[config.mk]
export PLATFORM = sky130hd
export DESIGN_NAME = gb_dma_engine
export DESIGN_NICKNAME = d
export VERILOG_FILES = /design/src/rtl/gb_dma_engine.sv
export SDC_FILE = /design/constraint.sdc
export NUM_CORES = 1
export LEC_CHECK = 0
export ABC_AREA = 0
export CAP_MARGIN = 20
export CORE_AREA = 5 5 77 79
export DETAILED_ROUTE_END_ITERATION = 10
export DIE_AREA = 0 0 82 84
export GPL_TIMING_DRIVEN = 0
export HOLD_SLACK_MARGIN = 0.12
export PLACE_DENSITY = 0.68
export SETUP_SLACK_MARGIN = 0.15
export SYNTH_ARGS = -nofsm -noshare
export SYNTH_HDL_FRONTEND = slang
export SYNTH_SLANG_ARGS = --single-unit
[constraint.sdc]
create_clock -name clk_i -period 1.7 [get_ports clk_i]
set_input_delay 0.51 -clock clk_i [delete_from_list [all_inputs] [get_ports clk_i]]
set_output_delay 0.51 -clock clk_i [all_outputs]
set_load 0.005 [all_outputs]
[src/rtl/gb_dma_engine.sv]
// OAM-style DMA engine: copies LEN bytes from {page, idx} to DST_BASE+idx,
// one byte every RD_CYC+1 cycles, started (or restarted) by a register write.
module gb_dma_engine #(
    parameter int PAGE_W    = 8,
    parameter int IDX_W     = 8,
    parameter int LEN       = 160,
    parameter int RD_CYC    = 3,
    parameter int START_DLY = 1,
    parameter int DST_BASE  = 0
) (
    input  logic                    clk_i,
    input  logic                    n_reset_i,
    input  logic                    reg_write_i,
    input  logic [PAGE_W-1:0]       reg_din_i,
    output logic [PAGE_W-1:0]       reg_dout_o,
    output logic [PAGE_W+IDX_W-1:0] adr_rd_o,
    output logic                    rd_o,
    input  logic [7:0]              din_i,
    input  logic                    src_int_i,
    output logic [IDX_W-1:0]        adr_wr_o,
    output logic                    wr_o,
    output logic [7:0]              dout_o,
    output logic                    active_o,
    output logic                    drv_ext_o,
    output logic [1:0]              dbg_state_o
);

    localparam int CNT_MAX = (RD_CYC > START_DLY) ? RD_CYC : START_DLY;
    localparam int CNT_W   = (CNT_MAX > 1) ? $clog2(CNT_MAX) : 1;

    localparam logic [CNT_W-1:0] RD_INIT  = CNT_W'(RD_CYC - 1);
    localparam logic [CNT_W-1:0] DLY_INIT = CNT_W'(START_DLY - 1);
    localparam logic [IDX_W-1:0] LAST_IDX = IDX_W'(LEN - 1);
    localparam logic [IDX_W-1:0] BASE     = IDX_W'(DST_BASE);

    typedef enum logic [1:0] {
        S_IDLE  = 2'd0,
        S_DELAY = 2'd1,
        S_READ  = 2'd2,
        S_WRITE = 2'd3
    } state_t;

    state_t                  state_q, state_d;
    logic [PAGE_W-1:0]       page_q, page_d;
    logic [IDX_W-1:0]        idx_q, idx_d;
    logic [CNT_W-1:0]        cnt_q, cnt_d;
    logic [7:0]              data_q, data_d;
    logic                    rd_q, wr_q, active_q, own_q;
    logic [PAGE_W+IDX_W-1:0] adr_rd_q;
    logic [IDX_W-1:0]        adr_wr_q;

    // A register write wins over every state: it reloads the page and restarts.
    always_comb begin
        state_d = state_q;
        page_d  = page_q;
        idx_d   = idx_q;
        cnt_d   = cnt_q;
        data_d  = data_q;
        if (reg_write_i) begin
            page_d  = reg_din_i;
            idx_d   = '0;
            cnt_d   = DLY_INIT;
            state_d = S_DELAY;
        end else begin
            case (state_q)
                S_DELAY: begin
                    if (cnt_q == '0) begin
                        cnt_d   = RD_INIT;
                        state_d = S_READ;
                    end else begin
                        cnt_d = cnt_q - CNT_W'(1);
                    end
                end
                S_READ: begin
                    if (cnt_q == '0) begin
                        data_d  = din_i;
                        state_d = S_WRITE;
                    end else begin
                        cnt_d = cnt_q - CNT_W'(1);
                    end
                end
                S_WRITE: begin
                    if (idx_q == LAST_IDX) begin
                        state_d = S_IDLE;
                    end else begin
                        idx_d   = idx_q + IDX_W'(1);
                        cnt_d   = RD_INIT;
                        state_d = S_READ;
                    end
                end
                default: ;
            endcase
        end
    end

    // Outputs are registered from the next state so they line up with state_q.
    always_ff @(posedge clk_i) begin
        if (!n_reset_i) begin
            state_q  <= S_IDLE;
            page_q   <= '0;
            idx_q    <= '0;
            cnt_q    <= '0;
            data_q   <= '0;
            rd_q     <= 1'b0;
            wr_q     <= 1'b0;
            active_q <= 1'b0;
            own_q    <= 1'b0;
            adr_rd_q <= '0;
            adr_wr_q <= '0;
        end else begin
            state_q  <= state_d;
            page_q   <= page_d;
            idx_q    <= idx_d;
            cnt_q    <= cnt_d;
            data_q   <= data_d;
            rd_q     <= (state_d == S_READ);
            wr_q     <= (state_d == S_WRITE);
            active_q <= (state_d != S_IDLE);
            own_q    <= (state_d == S_READ) || (state_d == S_WRITE);
            adr_rd_q <= (state_d == S_READ) ? {page_d, idx_d} : '0;
            adr_wr_q <= (state_d == S_WRITE) ? (idx_d + BASE) : '0;
        end
    end

    // src_int is the memmap decode of adr_rd, so the pin release follows it directly.
    assign drv_ext_o   = own_q & ~src_int_i;
    assign rd_o        = rd_q;
    assign wr_o        = wr_q;
    assign active_o    = active_q;
    assign adr_rd_o    = adr_rd_q;
    assign adr_wr_o    = adr_wr_q;
    assign dout_o      = data_q;
    assign reg_dout_o  = page_q;
    assign dbg_state_o = state_q;

endmodule

# Word-level counts from Yosys, hierarchy flattened
# Cells that the tools add are included.
[totals]
reg_bits = 56
latchBits = 0
ramBits = 0
rom_bits = 0
out_inout_bits = 46
mem_count = 0
[classes]
n_addsub = 2
n_mul = 0
div = 0
n_lt_le_gt_ge = 0
n_eq_ne = 8
n_shift = 0
n_mux = 13
n_bitwise = 4
reduce_logical = 9
[ops]
columns = ["op", "n"]
rows = [
  ["8-bit two-way mux", 4],
  ["2-bit two-way mux", 7],
  ["2-bit case mux with 3 select lines", 2],
  ["8-bit by 1-bit adder with 8-bit output, second input constant", 1],
  ["2-bit == test, second input constant", 4],
  ["8-bit == test, second input constant", 1],
  ["3-bit AND reduction", 2],
  ["2-bit inequality test, second input constant", 2],
  ["2-bit AND reduction", 2],
  ["1-bit NOT", 3],
  ["3-bit nonzero test", 1],
  ["2-bit by 1-bit == test with 1-bit output, second input constant", 1],
  ["2-bit logical NOT", 1],
  ["2-bit nonzero test", 1],
  ["2-bit OR reduction", 1],
  ["2-bit by 1-bit subtractor with 2-bit output, second input constant", 1],
  ["1-bit bitwise AND", 1],
  ["1-bit logical OR", 1],
]

# Logic depth before layout (Yosys ltp)
# Gate-level depths: netlist (run 1).
[depth]
ltp_word = 6
mapped_depth = 7

# Least setup slack after synthesis (run 1)
# No wires, ideal clock.
[synth_path]
path_kind = "input to register"
start = "input reg_write_i"
end = "register adr_rd_q[6], in the netlist adr_rd_o[6]"
t_arrival_ns = 1.642
required_ns = 1.638
path_slack_ns = -0.005
cell_stages = 6
path_cell_list = "buf_2 -> nand2b_4 -> or4_4 -> buf_6 -> buf_8 -> nor2_2"
[synth_between]
elab_chain_len = 3
[synth_rtl]
columns = ["element", "line", "text"]
rows = [
  ["from (decl)", "13", "input logic reg_write_i,"],
  ["2-bit two-way mux", "59", "if (reg_write_i) begin"],
  ["2-bit == test", "120", "adr_rd_q <= (state_d == S_READ) ? {page_d, idx_d} : '0;"],
  ["2-bit AND reduction (no line)", "n/a", ""],
  ["to (signal assigned)", "120", ""],
  ["to (decl)", "49", "logic [PAGE_W+IDX_W-1:0] adr_rd_q;"],
]
# Several ways; a longest one is shown, not always the timed one.
# A chain may end at the register's enable or synchronous reset.

# Final worst setup path (run 1)
[layout_path]
start = "input n_reset_i"
end = "register adr_rd_q[5], in the netlist adr_rd_o[5]"
[layout_between]
elab_chain_len = 1
[layout_rtl]
columns = ["element", "line", "text"]
rows = [
  ["from (decl)", "12", "input logic n_reset_i,"],
  ["2-bit AND reduction (no line)", "n/a", ""],
]
# Every way passes these cells.

==> flow_summary.ini, run 1 <==
[outcome]
status = finished, final reports clean

[timing]
timing_worst_slew_pin_value_ps = 485
report.final.hold_viol_count = 0
achievable-frequency_mhz = 620
layout_min_cycle_time_ps = 1610
timing.max_slew.rel_slack = 0.677
finalSetupViolCount = 0
rsz0062_at_grt = yes
fin_skew_ps = 10.2
finalCritPeriodShare = 0.948
slew_viol_final = 0

[floorplan]
start_util = 0.377
std_cell_rows = 27
design.die.area_sq_mm = 0.00689
fp.coreArea_sq_mm = 0.00527
io-pin-count = 66
die_width_microns = 82
floorplan.die.height_microns = 84

[routing]
detailedRoute.firstIterationViolations = 79
vias_per_cell = 4.65
wl_per_cell_microns = 13.1
remaining_drc_errors = 0
detail_route.first_pass.iterations = 4
ant_nets = 0
vias = 1696
routed_wirelength_microns = 4770

[global_route]
first_pass_grt_wire_length_microns = 7600
pin_count_of_the_biggest_net_entering_global_routing = 17
first_global_vias = 1584
grt_remaining_overflow = 0
antenna_found_initial = 0
global_route_usage_over_all_layers = 0.144

[clock_network]
cts.root.buffer_cell = sky130_fd_sc_hd__clkbuf_8
worst_setup_hold_path_clk_slew_ps = 100
cts_made_buffers = 5
htree_depth = 2
ctsLongestPathBuffers = 2
tritoncts = yes
cts.sink_count = 56
clk_latency_ps = 310

[power]
power.combinational.fraction = 0.100
power.share.switching = 0.233
power_per_cell_area_mw_per_mm2 = 741
power_report.internal_total_mw = 1.75
p_sw_mw = 0.534
power_leakage_nw = 1.40
worst_voltage_drop_across_the_vdd_grid_v = 0.000398
share_clk_of_total_power = 0.312
power.sequential.fraction = 0.589

[final_layout]
insertedDiodeCount = 0
final_layout_size_suffix_gt1_frac = 0.270
layout-area-overhead-vs-synth_pct = 55.4
nFillCells = 476
design_area_sq_mm = 0.00309
nets = 315
finalNonFillerCells = 365
utilization = 0.586

[yosys]
mappedNetlistArea_sq_mm = 0.00199
syn_nets = 228
synth_top_area_share = 0.564
synth.largest_area_cell = sky130_fd_sc_hd__dfxtp_1
synth_cell_type_count = 35
postSynthRegisterBits = 56
async_reset_ff_frac = 0
yosys_warnings = 0
sequential_fraction_of_the_synthesis_area = 0.564
post_synth_inst_count = 205
syn_avg_cell_area_sq_um = 9.69
synth-edff-count = 0
synth_flop_cell = sky130_fd_sc_hd__dfxtp_1
netlist_top_cells_area = sky130_fd_sc_hd__dfxtp_1, sky130_fd_sc_hd__nor2_1, sky130_fd_sc_hd__mux2i_1, sky130_fd_sc_hd__nand2_1, sky130_fd_sc_hd__a21oi_1

[placement]
port-buffer-count = 64
detailed_place.area_sq_mm = 0.00275
total_instance_count_after_detailed_placement = 341
routabilityCongestion = 0.836
post-dp-hpwl_microns = 3340

[hold_path]
hp-class = flip-flop to flip-flop

[job]
drv.max_cap_violation_count = 0

[setup_path]
worstSetupEndpointType = flip-flop
critPathKind = primary input to flip-flop
crit_required_ps = 1960
timing.critical_path.buf_inv = 3
crit_path_max_fanout = 5
crit_arrival_ps = 1870
crit_path_slowest_cell = sky130_fd_sc_hd__or4_4
crit_chain = dlygate4sd2_1 > nand2b_4 > or4_4 > buf_8 > buf_16 > nor2_4
startpoint_type = primary input
critical-path-top-delay-family = simple AND/OR/NAND/NOR gates
slowest_delay_ps = 540
Yosys cell counts, types with 2 or more instances:
master	count
sky130_fd_sc_hd__o21ai_0	4
sky130_fd_sc_hd__o21a_1	3
sky130_fd_sc_hd__nand3_1	2
sky130_fd_sc_hd__and3_1	2
sky130_fd_sc_hd__a21oi_1	14
sky130_fd_sc_hd__inv_1	5
sky130_fd_sc_hd__nor3_1	6
sky130_fd_sc_hd__buf_2	4
sky130_fd_sc_hd__dfxtp_1	56
sky130_fd_sc_hd__nand4_1	4
sky130_fd_sc_hd__nor2_1	32
sky130_fd_sc_hd__nor2b_1	5
sky130_fd_sc_hd__and4_1	2
sky130_fd_sc_hd__a31oi_1	2
sky130_fd_sc_hd__xor2_1	3
sky130_fd_sc_hd__ha_1	3
sky130_fd_sc_hd__mux2i_1	10
sky130_fd_sc_hd__nor2_2	8
sky130_fd_sc_hd__nand2_1	22
sky130_fd_sc_hd__clkbuf_1	3
per-stage QoR:
step                worst slack, ps  hold WS (ps)  setup TNS, ps  total power, mW
finish                         87.6           454              0             2.29
global route                   40.0           482              0             2.38
CTS                            65.7           456              0             2.29
detailed placement             -365           447          -8650             1.58
global placement               -364           442          -8610             1.58
floorplan                       122           453              0             1.47
sequential cells by signal, summed over array words and instances (netlist names):
name and flops:
cnt_q 2, adr_rd_o 16, reg_dout_o 8, active_o 1, dout_o 8, own_q 1, dbg_state_o 2, adr_wr_o 8
idx_q 8, wr_o 1, rd_o 1
repair_timing:
item / 4_1_cts / 5_1_grt
endpoints found under the setup margin: 84 / 38
buffers inserted: 12 / 3
pin swaps: 3 / 7
cloned: 1 / 0
resized for setup: 73 / 31
hold buffers: 0 / 0
tightest hold or removal path, stage by stage (launching register included):
cell,delay (ps)
sky130_fd_sc_hd__dfxtp_2,330
sky130_fd_sc_hd__nand2_1,50
sky130_fd_sc_hd__a21oi_1,50
final cells by class:
cell class / instances / area [sq um] / share of cell area
multi-input cells: 134 / 927 / 0.300
repair buffers: 80 / 737 / 0.239
clock buffers: 7 / 76.3 / 0.0247
well taps: 72 / 90.1 / 0.0292
flip-flops and latches: 56 / 1140 / 0.370
plain buffers: 9 / 82.6 / 0.0267
inverters: 6 / 22.5 / 0.00729
clock inverters: 1 / 8.76 / 0.00284
power by group through the flow:
stage | registers [mW] | clock network (mW) | logic [mW]
after floorplan | 1.38 | 0 | 0.0890
after global placement | 1.38 | 0 | 0.202
after detailed placement | 1.38 | 0 | 0.203
after CTS | 1.35 | 0.729 | 0.214
after global routing | 1.35 | 0.785 | 0.247
final | 1.35 | 0.713 | 0.228
cell families (layout without fill, tap and decap cells):
logic type	count (synthesis)	in the layout	share of synthesized area
adders and majority gates	3	3	0.0189
and+or+nand+nor	92	92	0.238
DFF	56	56	0.564
buffers and inverters	15	103	0.0403
muxes	10	10	0.0504
AOI/OAI and AO/OA	25	25	0.0705
xor gates and xnor gates	4	4	0.0176
cell usage in the layout (no fill, tap or decap), types with 2 or more instances in the layout:
master,n
sky130_fd_sc_hd__inv_2,3
sky130_fd_sc_hd__mux2i_1,9
sky130_fd_sc_hd__nor2b_1,5
sky130_fd_sc_hd__nor2_1,27
sky130_fd_sc_hd__clkbuf_1,4
sky130_fd_sc_hd__dfxtp_2,12
sky130_fd_sc_hd__dfxtp_1,42
sky130_fd_sc_hd__xor2_1,2
sky130_fd_sc_hd__dlygate4sd2_1,46
sky130_fd_sc_hd__nor2_2,7
sky130_fd_sc_hd__o21ai_0,3
sky130_fd_sc_hd__ha_4,2
sky130_fd_sc_hd__buf_6,3
sky130_fd_sc_hd__clkdlybuf4s50_1,16
sky130_fd_sc_hd__clkbuf_8,5
sky130_fd_sc_hd__nor2_4,7
sky130_fd_sc_hd__dfxtp_4,2
sky130_fd_sc_hd__and3_1,2
sky130_fd_sc_hd__nor3_4,3
sky130_fd_sc_hd__inv_1,2
sky130_fd_sc_hd__buf_2,3
sky130_fd_sc_hd__nor3_1,5
sky130_fd_sc_hd__a21oi_1,14
sky130_fd_sc_hd__nand2_2,3
sky130_fd_sc_hd__nand4_1,4
sky130_fd_sc_hd__nand3_1,2
sky130_fd_sc_hd__nand2_1,19
sky130_fd_sc_hd__buf_12,2
sky130_fd_sc_hd__o21a_1,3
sky130_fd_sc_hd__buf_4,14
metal layers:
layer | up-vias | GRT usage | wire length [microns] | share of wire
li1 | 853 | - | - | -
met2 | 43 | 0.248 | 2510 | 0.53
met3 | 10 | 0.0281 | 173 | 0.036
met1 | 790 | 0.169 | 1980 | 0.41
met5 | - | 0 | 0 | 0
met4 | 0 | 0.0665 | 106 | 0.022
path summary, 6_finish.rpt:
check | start | to | slack, ps | depth (start not counted)
worst min register to register | dout_o[7]$_SDFFE_PN0P_ | dout_o[7]$_SDFFE_PN0P_ | 450 | 2
worst max-delay path | n_reset_i | adr_rd_o[5]$_SDFF_PN0_ | 90 | 6
worst max register to register | idx_q[0]$_SDFF_PN0_ | adr_rd_o[5]$_SDFF_PN0_ | 90 | 7
worst min-delay path | dout_o[7]$_SDFFE_PN0P_ | dout_o[7]$_SDFFE_PN0P_ | 450 | 2
(Power assumes the default switching activity.)
==> inputs of run 2 (changes only) <==
--- a/config.mk
+++ b/config.mk
@@ -12,7 +12,7 @@
 export DIE_AREA = 0 0 82 84
 export GPL_TIMING_DRIVEN = 0
 export HOLD_SLACK_MARGIN = 0.12
-export PLACE_DENSITY = 0.68
+export PLACE_DENSITY = 0.8
 export SETUP_SLACK_MARGIN = 0.15
 export SYNTH_ARGS = -nofsm -noshare
 export SYNTH_HDL_FRONTEND = slang
==> flow_summary.ini, run 2 (synthesis results as in run 1) <==
[floorplan]
design.die.area_sq_mm = 0.00689
fp.coreArea_sq_mm = 0.00527
start_util = 0.377
die_width_microns = 82
floorplan.die.height_microns = 84
std_cell_rows = 27
io-pin-count = 66

[routing]
ant_nets = 0
detailedRoute.firstIterationViolations = 74
vias_per_cell = 4.75
wl_per_cell_microns = 14.0
remaining_drc_errors = 0
routed_wirelength_microns = 5150
detail_route.first_pass.iterations = 5
vias = 1744

[hold_path]
hold_path_startpoint = dout_o[4]$_SDFFE_PN0P_
worstHoldPathCells = 2
timing.hold.worst_endpoint = dout_o[4]$_SDFFE_PN0P_
hp-class = flip-flop to flip-flop

[timing]
timing_worst_slew_pin_value_ps = 500
timing.max_slew.rel_slack = 0.667
report.final.hold_viol_count = 0
finalSetupViolCount = 0
fin_skew_ps = 8.21
tns_ps = 0
layout_min_cycle_time_ps = 1650
finalCritPeriodShare = 0.968
rsz0062_at_grt = yes
slew_viol_final = 0
achievable-frequency_mhz = 608

[global_route]
grt_remaining_overflow = 0
pin_count_of_the_biggest_net_entering_global_routing = 19
antenna_found_initial = 0
first_pass_grt_wire_length_microns = 7930
first_global_vias = 1703
global_route_usage_over_all_layers = 0.150

[setup_path]
crit_path_max_fanout = 5
crit_chain = ha_4 > nand4_1 > nor3_4 > or4_4 > buf_8 > buf_12 > nor2_4
timing.critical_path.buf_inv = 2
crit_required_ps = 1960
critical-path-top-delay-family = simple AND/OR/NAND/NOR gates
reg2reg_from = idx_q[0]$_SDFF_PN0_
slowest_delay_ps = 490
reg2reg_to = adr_rd_o[12]$_SDFF_PN0_
worstSetupEndpointType = flip-flop
r2r.worst_path.cells = 7
crit_path_slowest_cell = sky130_fd_sc_hd__or4_4
crit_arrival_ps = 1900
critPathKind = flip-flop to flip-flop
startpoint_type = flip-flop
r2r_slack_ps = 50

[final_layout]
insertedDiodeCount = 0
layout-area-overhead-vs-synth_pct = 59.1
nFillCells = 474
largest_register_ffs = 16
final_layout_size_suffix_gt1_frac = 0.319
nets = 317
layout.cells.most_common = sky130_fd_sc_hd__dlygate4sd2_1
most-common-layout-cells = sky130_fd_sc_hd__dlygate4sd2_1, sky130_fd_sc_hd__dfxtp_1, sky130_fd_sc_hd__nor2_1

[clock_network]
cts_made_buffers = 5
worst_setup_hold_path_clk_slew_ps = 100
ctsLongestPathBuffers = 2
cts.root.buffer_cell = sky130_fd_sc_hd__clkbuf_8
cts.sink_count = 56
clk_latency_ps = 310
tritoncts = yes
htree_depth = 2
hold_buffers = 0

[placement]
routabilityCongestion = 0.766
post-dp-hpwl_microns = 3380
port-buffer-count = 64

[job]
drv.max_cap_violation_count = 0

[power]
power_per_cell_area_mw_per_mm2 = 774
power_leakage_nw = 1.43
worst_voltage_drop_across_the_vdd_grid_v = 0.000496
report.power.total_mw = 2.45

[outcome]
status = finished, final reports clean
[run 2: how the worst max path moves through the flow]
stage / from / to / slack [ps] / cells after the start
after detailed placement: n_reset_i / adr_rd_o[12]$_SDFF_PN0_ / -390 / 6
after floorplan: cnt_q[0]$_SDFFE_PP0P_ / adr_rd_o[6]$_SDFF_PN0_ / 120 / 7
after global placement: n_reset_i / adr_rd_o[15]$_SDFF_PN0_ / -350 / 6
final: idx_q[0]$_SDFF_PN0_ / adr_rd_o[12]$_SDFF_PN0_ / 50 / 7
after CTS: src_int_i / drv_ext_o / 50 / 3
after global routing: idx_q[0]$_SDFF_PN0_ / idx_q[1]$_SDFF_PN0_ / -6 / 7
[run 2: worst min-delay path, cell delays in order, from the launching register on]
cell and delay (ps):
sky130_fd_sc_hd__dfxtp_1 320, sky130_fd_sc_hd__nand2_1 50, sky130_fd_sc_hd__a21oi_1 50
[run 2: timing repair]
| item | in CTS | in global routing |
|---|---|---|
| gates cloned | 1 | 0 |
| setup buffers | 13 | 4 |
| pin swaps | 4 | 8 |
| resized for setup | 85 | 33 |
| setup endpoints to repair | 86 | 42 |
[run 2: where the power goes]
group	switching [mW]	internal [mW]
Clock	0.432	0.444
Combinational	0.106	0.119
Sequential	0.0113	1.34
Total	0.549	1.90
[run 2: per-stage QoR]
stage	instances	hold WS [ps]	instance area (sq um)	setup slack, ps	utilization
after floorplan	205	453	2020	122	-
after global placement	341	442	2750	-348	0.522
after CTS	363	460	3010	50.5	0.571
after detailed placement	341	449	2750	-392	0.522
final	367	455	3160	54.6	0.600
after global routing	367	482	3160	-6.31	0.600
[run 2: layer usage]
| metal | part of all wire | GRT usage | up-vias |
|---|---|---|---|
| met2 | 0.54 | 0.255 | 57 |
| li1 | - | - | 852 |
| met5 | 0 | 0 | - |
| met4 | 0.016 | 0.0589 | 0 |
| met3 | 0.063 | 0.0421 | 8 |
| met1 | 0.38 | 0.174 | 827 |
[run 2: cell type report]
class	count	area, sq um	area share
Sequential cell	56	1160	0.366
Inverter	6	22.5	0.00712
Multi-Input combinational cell	134	945	0.299
Clock buffer	5	68.8	0.0218
Timing Repair Buffer	82	751	0.237
Tap cell	72	90.1	0.0285
Buffer	9	78.8	0.0249
Clock inverter	3	47.5	0.0150
